<file path="src/rtl/scalar_product_seq_ctrl_if.sv">
// rtl/scalar_product_seq_ctrl_if.sv - start/done request bus between requester and dot-product controller
interface scalar_product_seq_ctrl_if #(
  parameter int SIZE_ARRAY = 4,
  parameter int SIZE_INT   = 32
);
  localparam int SIZE = SIZE_ARRAY * SIZE_INT;

  logic                start;
  logic [SIZE-1:0]     IX;
  logic [SIZE-1:0]     IY;
  logic                busy;
  logic                done;
  logic [SIZE_INT-1:0] result;

  modport master (
    output start, IX, IY,
    input  busy, done, result
  );

  modport slave (
    input  start, IX, IY,
    output busy, done, result
  );
endinterface

</file>
<file path="src/rtl/scalar_product_seq_ctrl.sv">
// rtl/scalar_product_seq_ctrl.sv - time-shared single-multiplier dot product controller (option: MULT_PIPE_EN)
module scalar_product_seq_ctrl #(
  parameter  int SIZE_ARRAY = 4,
  parameter  int SIZE_INT   = 32,
  localparam int SIZE       = SIZE_ARRAY * SIZE_INT
) (
  input  logic                     clk,
  input  logic                     rst_n,
  scalar_product_seq_ctrl_if.slave bus
);

  localparam int IW = (SIZE_ARRAY > 1) ? $clog2(SIZE_ARRAY) : 1;
  localparam logic [IW-1:0] LAST_IDX = IW'(SIZE_ARRAY - 1);

  typedef enum logic {
    IDLE = 1'b0,
    MAC  = 1'b1
  } state_t;

  state_t              state_q, state_d;
  logic [SIZE-1:0]     x_q, x_d;
  logic [SIZE-1:0]     y_q, y_d;
  logic [SIZE_INT-1:0] acc_q, acc_d;
  logic [SIZE_INT-1:0] result_q, result_d;
  logic [IW-1:0]       idx_q, idx_d;
  logic                busy_q, busy_d;
  logic                done_q, done_d;

`ifdef MULT_PIPE_EN
  logic [SIZE_INT-1:0] prod_q, prod_d;
  logic                drain_q, drain_d;
`endif

  // Operand elements as arrays so the single multiplier is a plain mux on idx.
  logic [SIZE_INT-1:0] x_el [SIZE_ARRAY];
  logic [SIZE_INT-1:0] y_el [SIZE_ARRAY];
  logic [SIZE_INT-1:0] prod;

  for (genvar k = 0; k < SIZE_ARRAY; k++) begin : g_unpack
    assign x_el[k] = x_q[k*SIZE_INT +: SIZE_INT];
    assign y_el[k] = y_q[k*SIZE_INT +: SIZE_INT];
  end

  // Product truncated to SIZE_INT bits by the assignment width.
  assign prod = x_el[idx_q] * y_el[idx_q];

  assign bus.busy   = busy_q;
  assign bus.done   = done_q;
  assign bus.result = result_q;

  // Next-state and datapath: latch operands on start, one MAC per edge, publish result at the end.
  always_comb begin
    state_d  = state_q;
    x_d      = x_q;
    y_d      = y_q;
    acc_d    = acc_q;
    idx_d    = idx_q;
    result_d = result_q;
    busy_d   = busy_q;
    done_d   = 1'b0;
`ifdef MULT_PIPE_EN
    prod_d   = prod_q;
    drain_d  = drain_q;
`endif
    case (state_q)
      IDLE: begin
        if (bus.start) begin
          x_d     = bus.IX;
          y_d     = bus.IY;
          acc_d   = '0;
          idx_d   = '0;
          busy_d  = 1'b1;
          state_d = MAC;
`ifdef MULT_PIPE_EN
          prod_d  = '0;
          drain_d = 1'b0;
`endif
        end
      end
      MAC: begin
`ifdef MULT_PIPE_EN
        // prod_q lags the multiplier by one edge; a final drain edge folds in the last product.
        acc_d = acc_q + prod_q;
        if (drain_q) begin
          result_d = acc_q + prod_q;
          done_d   = 1'b1;
          busy_d   = 1'b0;
          drain_d  = 1'b0;
          state_d  = IDLE;
        end else begin
          prod_d = prod;
          if (idx_q == LAST_IDX) begin
            drain_d = 1'b1;
          end else begin
            idx_d = idx_q + 1'b1;
          end
        end
`else
        acc_d = acc_q + prod;
        if (idx_q == LAST_IDX) begin
          result_d = acc_q + prod;
          done_d   = 1'b1;
          busy_d   = 1'b0;
          state_d  = IDLE;
        end else begin
          idx_d = idx_q + 1'b1;
        end
`endif
      end
      default: state_d = IDLE;
    endcase
  end

  // FSM state register.
  always_ff @(posedge clk or negedge rst_n) begin
    if (!rst_n) begin
      state_q <= IDLE;
    end else begin
      state_q <= state_d;
    end
  end

  // Datapath registers; reset aborts any operation in flight and clears the result.
  always_ff @(posedge clk or negedge rst_n) begin
    if (!rst_n) begin
      x_q      <= '0;
      y_q      <= '0;
      acc_q    <= '0;
      result_q <= '0;
      idx_q    <= '0;
      busy_q   <= 1'b0;
      done_q   <= 1'b0;
`ifdef MULT_PIPE_EN
      prod_q   <= '0;
      drain_q  <= 1'b0;
`endif
    end else begin
      x_q      <= x_d;
      y_q      <= y_d;
      acc_q    <= acc_d;
      result_q <= result_d;
      idx_q    <= idx_d;
      busy_q   <= busy_d;
      done_q   <= done_d;
`ifdef MULT_PIPE_EN
      prod_q   <= prod_d;
      drain_q  <= drain_d;
`endif
    end
  end

endmodule

</file>
<file path="src/flat_wrapper.sv">
// flat-port wrapper written by rule: the top's interface ports become plain ports
module scalar_product_seq_ctrl_flat 
#(
  parameter  int SIZE_ARRAY = 4,
  parameter  int SIZE_INT   = 32,
  localparam int SIZE       = SIZE_ARRAY * SIZE_INT
)
  (clk, rst_n, bus_start, bus_IX, bus_IY, bus_busy, bus_done, bus_result);
  scalar_product_seq_ctrl_if #(.SIZE_ARRAY(SIZE_ARRAY), .SIZE_INT(SIZE_INT)) bus_i ();
  input  logic clk;
  input  logic rst_n;
  input wire logic [$bits(bus_i.start)-1:0] bus_start;
  input wire logic [$bits(bus_i.IX)-1:0] bus_IX;
  input wire logic [$bits(bus_i.IY)-1:0] bus_IY;
  output wire logic [$bits(bus_i.busy)-1:0] bus_busy;
  output wire logic [$bits(bus_i.done)-1:0] bus_done;
  output wire logic [$bits(bus_i.result)-1:0] bus_result;
  assign bus_i.start = bus_start;
  assign bus_i.IX = bus_IX;
  assign bus_i.IY = bus_IY;
  assign bus_busy = bus_i.busy;
  assign bus_done = bus_i.done;
  assign bus_result = bus_i.result;
  scalar_product_seq_ctrl #(.SIZE_ARRAY(SIZE_ARRAY), .SIZE_INT(SIZE_INT)) u_core (.clk(clk), .rst_n(rst_n), .bus(bus_i));
endmodule
</file>
<file path="config.mk">
export PLATFORM = sky130hd
export DESIGN_NAME = scalar_product_seq_ctrl_flat
export DESIGN_NICKNAME = d
export VERILOG_FILES = /design/src/rtl/scalar_product_seq_ctrl_if.sv /design/src/rtl/scalar_product_seq_ctrl.sv /design/src/flat_wrapper.sv
export SDC_FILE = /design/constraint.sdc
export NUM_CORES = 2
export LEC_CHECK = 0
export CAP_MARGIN = 20
export CORE_MARGIN = 1
export CORE_UTILIZATION = 60
export CTS_CLUSTER_SIZE = 25
export DETAILED_ROUTE_END_ITERATION = 10
export PLACE_DENSITY_LB_ADDON = 0.3
export SYNTH_ARGS = -nofsm -noshare
export SYNTH_HDL_FRONTEND = slang
export SYNTH_SLANG_ARGS = --single-unit
</file>
<file path="constraint.sdc">
create_clock -name clk -period 11.7 [get_ports clk]
set_input_delay 3.51 -clock clk [delete_from_list [all_inputs] [get_ports clk]]
set_output_delay 3.51 -clock clk [all_outputs]
set_load 0.01 [all_outputs]
</file>
==> results list <==
* Result of the run: finished clean
- Layout cells sized above 1: 14.5%
- GRT overflow: 0
* Dominant cell type by area after synthesis: fa_1
* Simple logic cell fraction of the synthesized area: 9.96%
* Die span in x: 229 um
- Share of synthesized area spent on multiplexers: 16.6%
* Count of unresolved DRC violations after routing: 0
- Relative to the synthesized area, the layout overhead comes to 15.7%.
* # port buffers: 292
* Number of hold violations in the final report: 0
* Gate count after technology mapping: 2929
- The region available for standard cell placement spans 50500 um^2.
* Most instantiated flip-flop cell in the synthesis netlist: dfrtp_1
* CTS clock-pin slew for the worst setup and hold paths: 0.06 ns
* Clock Sink Count: 325
- Gates resized, CTS repair: 0
* Average wire length per cell after detail routing: 23.6 um
- Entering global routing, the biggest net connects 184 pins.
- The synthesized netlist devotes 3.07% of its cell area to compound gates.
- Final Max Slew Viols: 0
- Static timing analysis puts the maximum clock frequency at 99.9 MHz.
* Critical hold path startpoint: u_core.bus.result[2]
* Final worst path period need: 10.01 ns
- Setup violations remaining at the end of the flow were counted as 0.
- After the first detailed-routing iteration, the DRC count stood at 1835.
* Critical path buffers and inverters: 7
- Summing the sequential cell areas from Yosys gives 26.3% of the chip area.
- After synthesis the cells add up to 30900 um^2.
- Startpoint class of the critical path: flop
- The worst register-to-register path begins at u_core.idx_q[1].
- Origin of the worst setup path: u_core.idx_q[1]
* Starting Density: 61.2%
- STA puts the critical path data required time at 12.17 ns.
- Largest family of logic cells by synthesized area: adder cells
* Worst-Skew Late Latency: 0.56 ns
- Post-synth EDFFs: 0
* Post-synthesis register bit count: 325
- Summed over all nets, the half-perimeter wirelength after detailed placement is 72600 um.
- Final clock skew: 0.0188 ns
- Once the clock tree was built, the setup fixing pass inserted 0 buffers.
- Max-slew headroom: 28.3%
- The final critical path takes up 85.6% of the cycle.
* Final layout net count: 4007
- In this run the remaining antenna-violating nets after routing total 0.
- For this run, the slowest stage of the critical path takes 0.87 ns.
- At the pin with the least slew margin, the transition time is 1.07 ns.
* Fill cell count: 3708
- In the global route stage, overall resource usage came out at 36.1%.
- First-pass GRT wire length: 142000 um
- Die height: 229 um
* Crit Path Class: flop to flop
- Detailed Routing Iterations Pass 1: 6
- Hold_buf cts: 0
- The number of nets in the synthesized netlist is 3751.
- XOR/XNOR share of the synthesized area: 2.42%
- Fraction of registers with async set/reset: 100%
* TNS Setup: 0 ns
- TritonCTS built the clock tree.
- Endpoint type of the worst setup path: flop
- Average footprint of a synthesized cell: 10.6 um^2
* CTS HTree Levels: 2
- Via count of the first global-routing pass: 24300
- Number of buffers created by CTS: 36
- In the routed layout, each cell is associated on average with a via count of 5.80.
- CTS placed an instance of clkbuf_16 at the clock tree root.
* Total vias in the final route: 22500
- Post-synth top cells: 509 x inv_1, 438 x fa_1, 337 x nand2_1
- During I/O placement, the number of pins put on the boundary was 293.
- Library cell appearing most often on the critical path: fa_1
- Number of warning messages in the yosys log: 0
* Critical path peak fanout: 38
* Cell Rows: 82
* Cell family contributing the most delay on the critical path: adder cells
- STA puts the critical path data arrival time at 10.48 ns.
- The clock passes through at most 3 buffers.
- The slowest stage of the critical path belongs to the cell o21ai_1.
- After Yosys synthesis, full adders, half adders and majority gates account for 33.4% of the synthesized area.
- RSZ-0062 raised after global routing: false
* Total die area: 52400 um^2
- Post-synth cell types: 71
* Classification of the worst-slack hold path: flop to flop
* Library cell with the highest instance count after synthesis: inv_1
* Initial antenna violation count: 5
- Post-synth top area share: 28.4%
* Cell types with the largest area share after synthesis: fa_1 28%, dfrtp_1 26%, mux2_2 11%, inv_1 6.2%, ha_1 5.1%
- The tool flagged a number of max-cap violations equal to 0.
- At the end of routability-driven placement, the weighted congestion stood at 1.01.
- Detailed-route wire length: 91900 um
state kept, by name, summed over array words and instances, names as in the netlist:
signal             count
u_core.acc_q          32
u_core.bus.busy        1
u_core.bus.done        1
u_core.bus.result     32
u_core.idx_q           2
u_core.state_q         1
u_core.x_q           128
u_core.y_q           128
worst register-to-register path, cell delays in order, from the launching register on:
cell and delay [ns]:
dfrtp_4 0.79, clkinv_1 0.61, buf_4 0.45, o21ai_1 0.90
buf_4 0.31, nor2_1 0.08, fa_1 0.49, fa_1 0.51
inv_1 0.05, fa_1 0.47, inv_1 0.04, ha_1 0.27
ha_1 0.30, fa_1 0.49, fa_1 0.50, inv_1 0.08
fa_1 0.48, inv_1 0.05, ha_1 0.40, nand4_1 0.22
nor2_1 0.07, a2111oi_0 0.79, o21ai_0 0.25, o2111ai_1 0.25
nand3_1 0.13, o41ai_1 0.28, xnor3_1 0.50, o22ai_2 0.15
cell type report:
| cell class | count | area [um^2] | area share, % |
|---|---|---|---|
| diodes | 2 | 5.00 | 0.0140 |
| inverters | 512 | 1920 | 5.38 |
| well taps | 672 | 841 | 2.35 |
| clock inverters | 16 | 198 | 0.553 |
| flip-flops and latches | 325 | 8140 | 22.8 |
| multi-input cells | 1962 | 20200 | 56.6 |
| clock buffers | 49 | 1040 | 2.91 |
| repair buffers | 348 | 3360 | 9.40 |
layout by cell type, fill, tap and decap left out, drive strengths merged, types with 49 or more instances in the layout:
cell type,instances
mux2,292
clkbuf,49
dfrtp,325
mux2i,102
clkdlybuf4s50,291
nand2,339
fa,438
ha,125
xnor2,59
buf,57
nor2,311
inv,514
metal layers:
layer	track usage (%)	vias up	share of wire [%]
met5	0	-	0.056
met4	15.6	8	4.6
met3	6.55	248	7.8
met2	58.7	1030	48
met1	47.7	11600	39
li1	-	9648	-
through the flow:
step / instances / hold WS (ns) / instance area (um^2) / utilization, % / setup WS, ns
CTS: 3884 / 0.483 / 35700 / 70.8 / 1.87
global route: 3885 / 0.494 / 35800 / 70.8 / 1.23
detailed placement: 3819 / 0.466 / 34500 / 68.4 / 1.92
finish: 3886 / 0.480 / 35800 / 70.8 / 1.69
floorplan: 2929 / 0.470 / 30900 / - / 2.64
global placement: 3819 / 0.461 / 34500 / 68.4 / 2.04
kinds of logic (layout without fill, tap and decap cells):
family / count (synthesis) / after routing
compound gates: 142 / 142
simple gates: 750 / 750
buf+inv: 642 / 925
mux: 428 / 428
xor+xnor: 79 / 79
fa+ha+maj: 563 / 563
flops: 325 / 325
other cells: 0 / 2
worst paths after layout:
check / endpoint / slack, ns / cells past startpoint
max in group asynchronous: u_core.x_q[7] / 7.14 / 2
worst max-delay path: u_core.acc_q[31] / 1.69 / 27
worst max register to register: u_core.acc_q[31] / 1.69 / 27
min in group asynchronous: u_core.x_q[114] / 3.01 / 1
worst min-delay path: u_core.bus.result[2] / 0.48 / 2
worst min register to register: u_core.bus.result[2] / 0.48 / 2
Power is left out: the tool's default activity adds up to more than one toggle a clock period on the data nets, which glitch-free logic cannot reach.
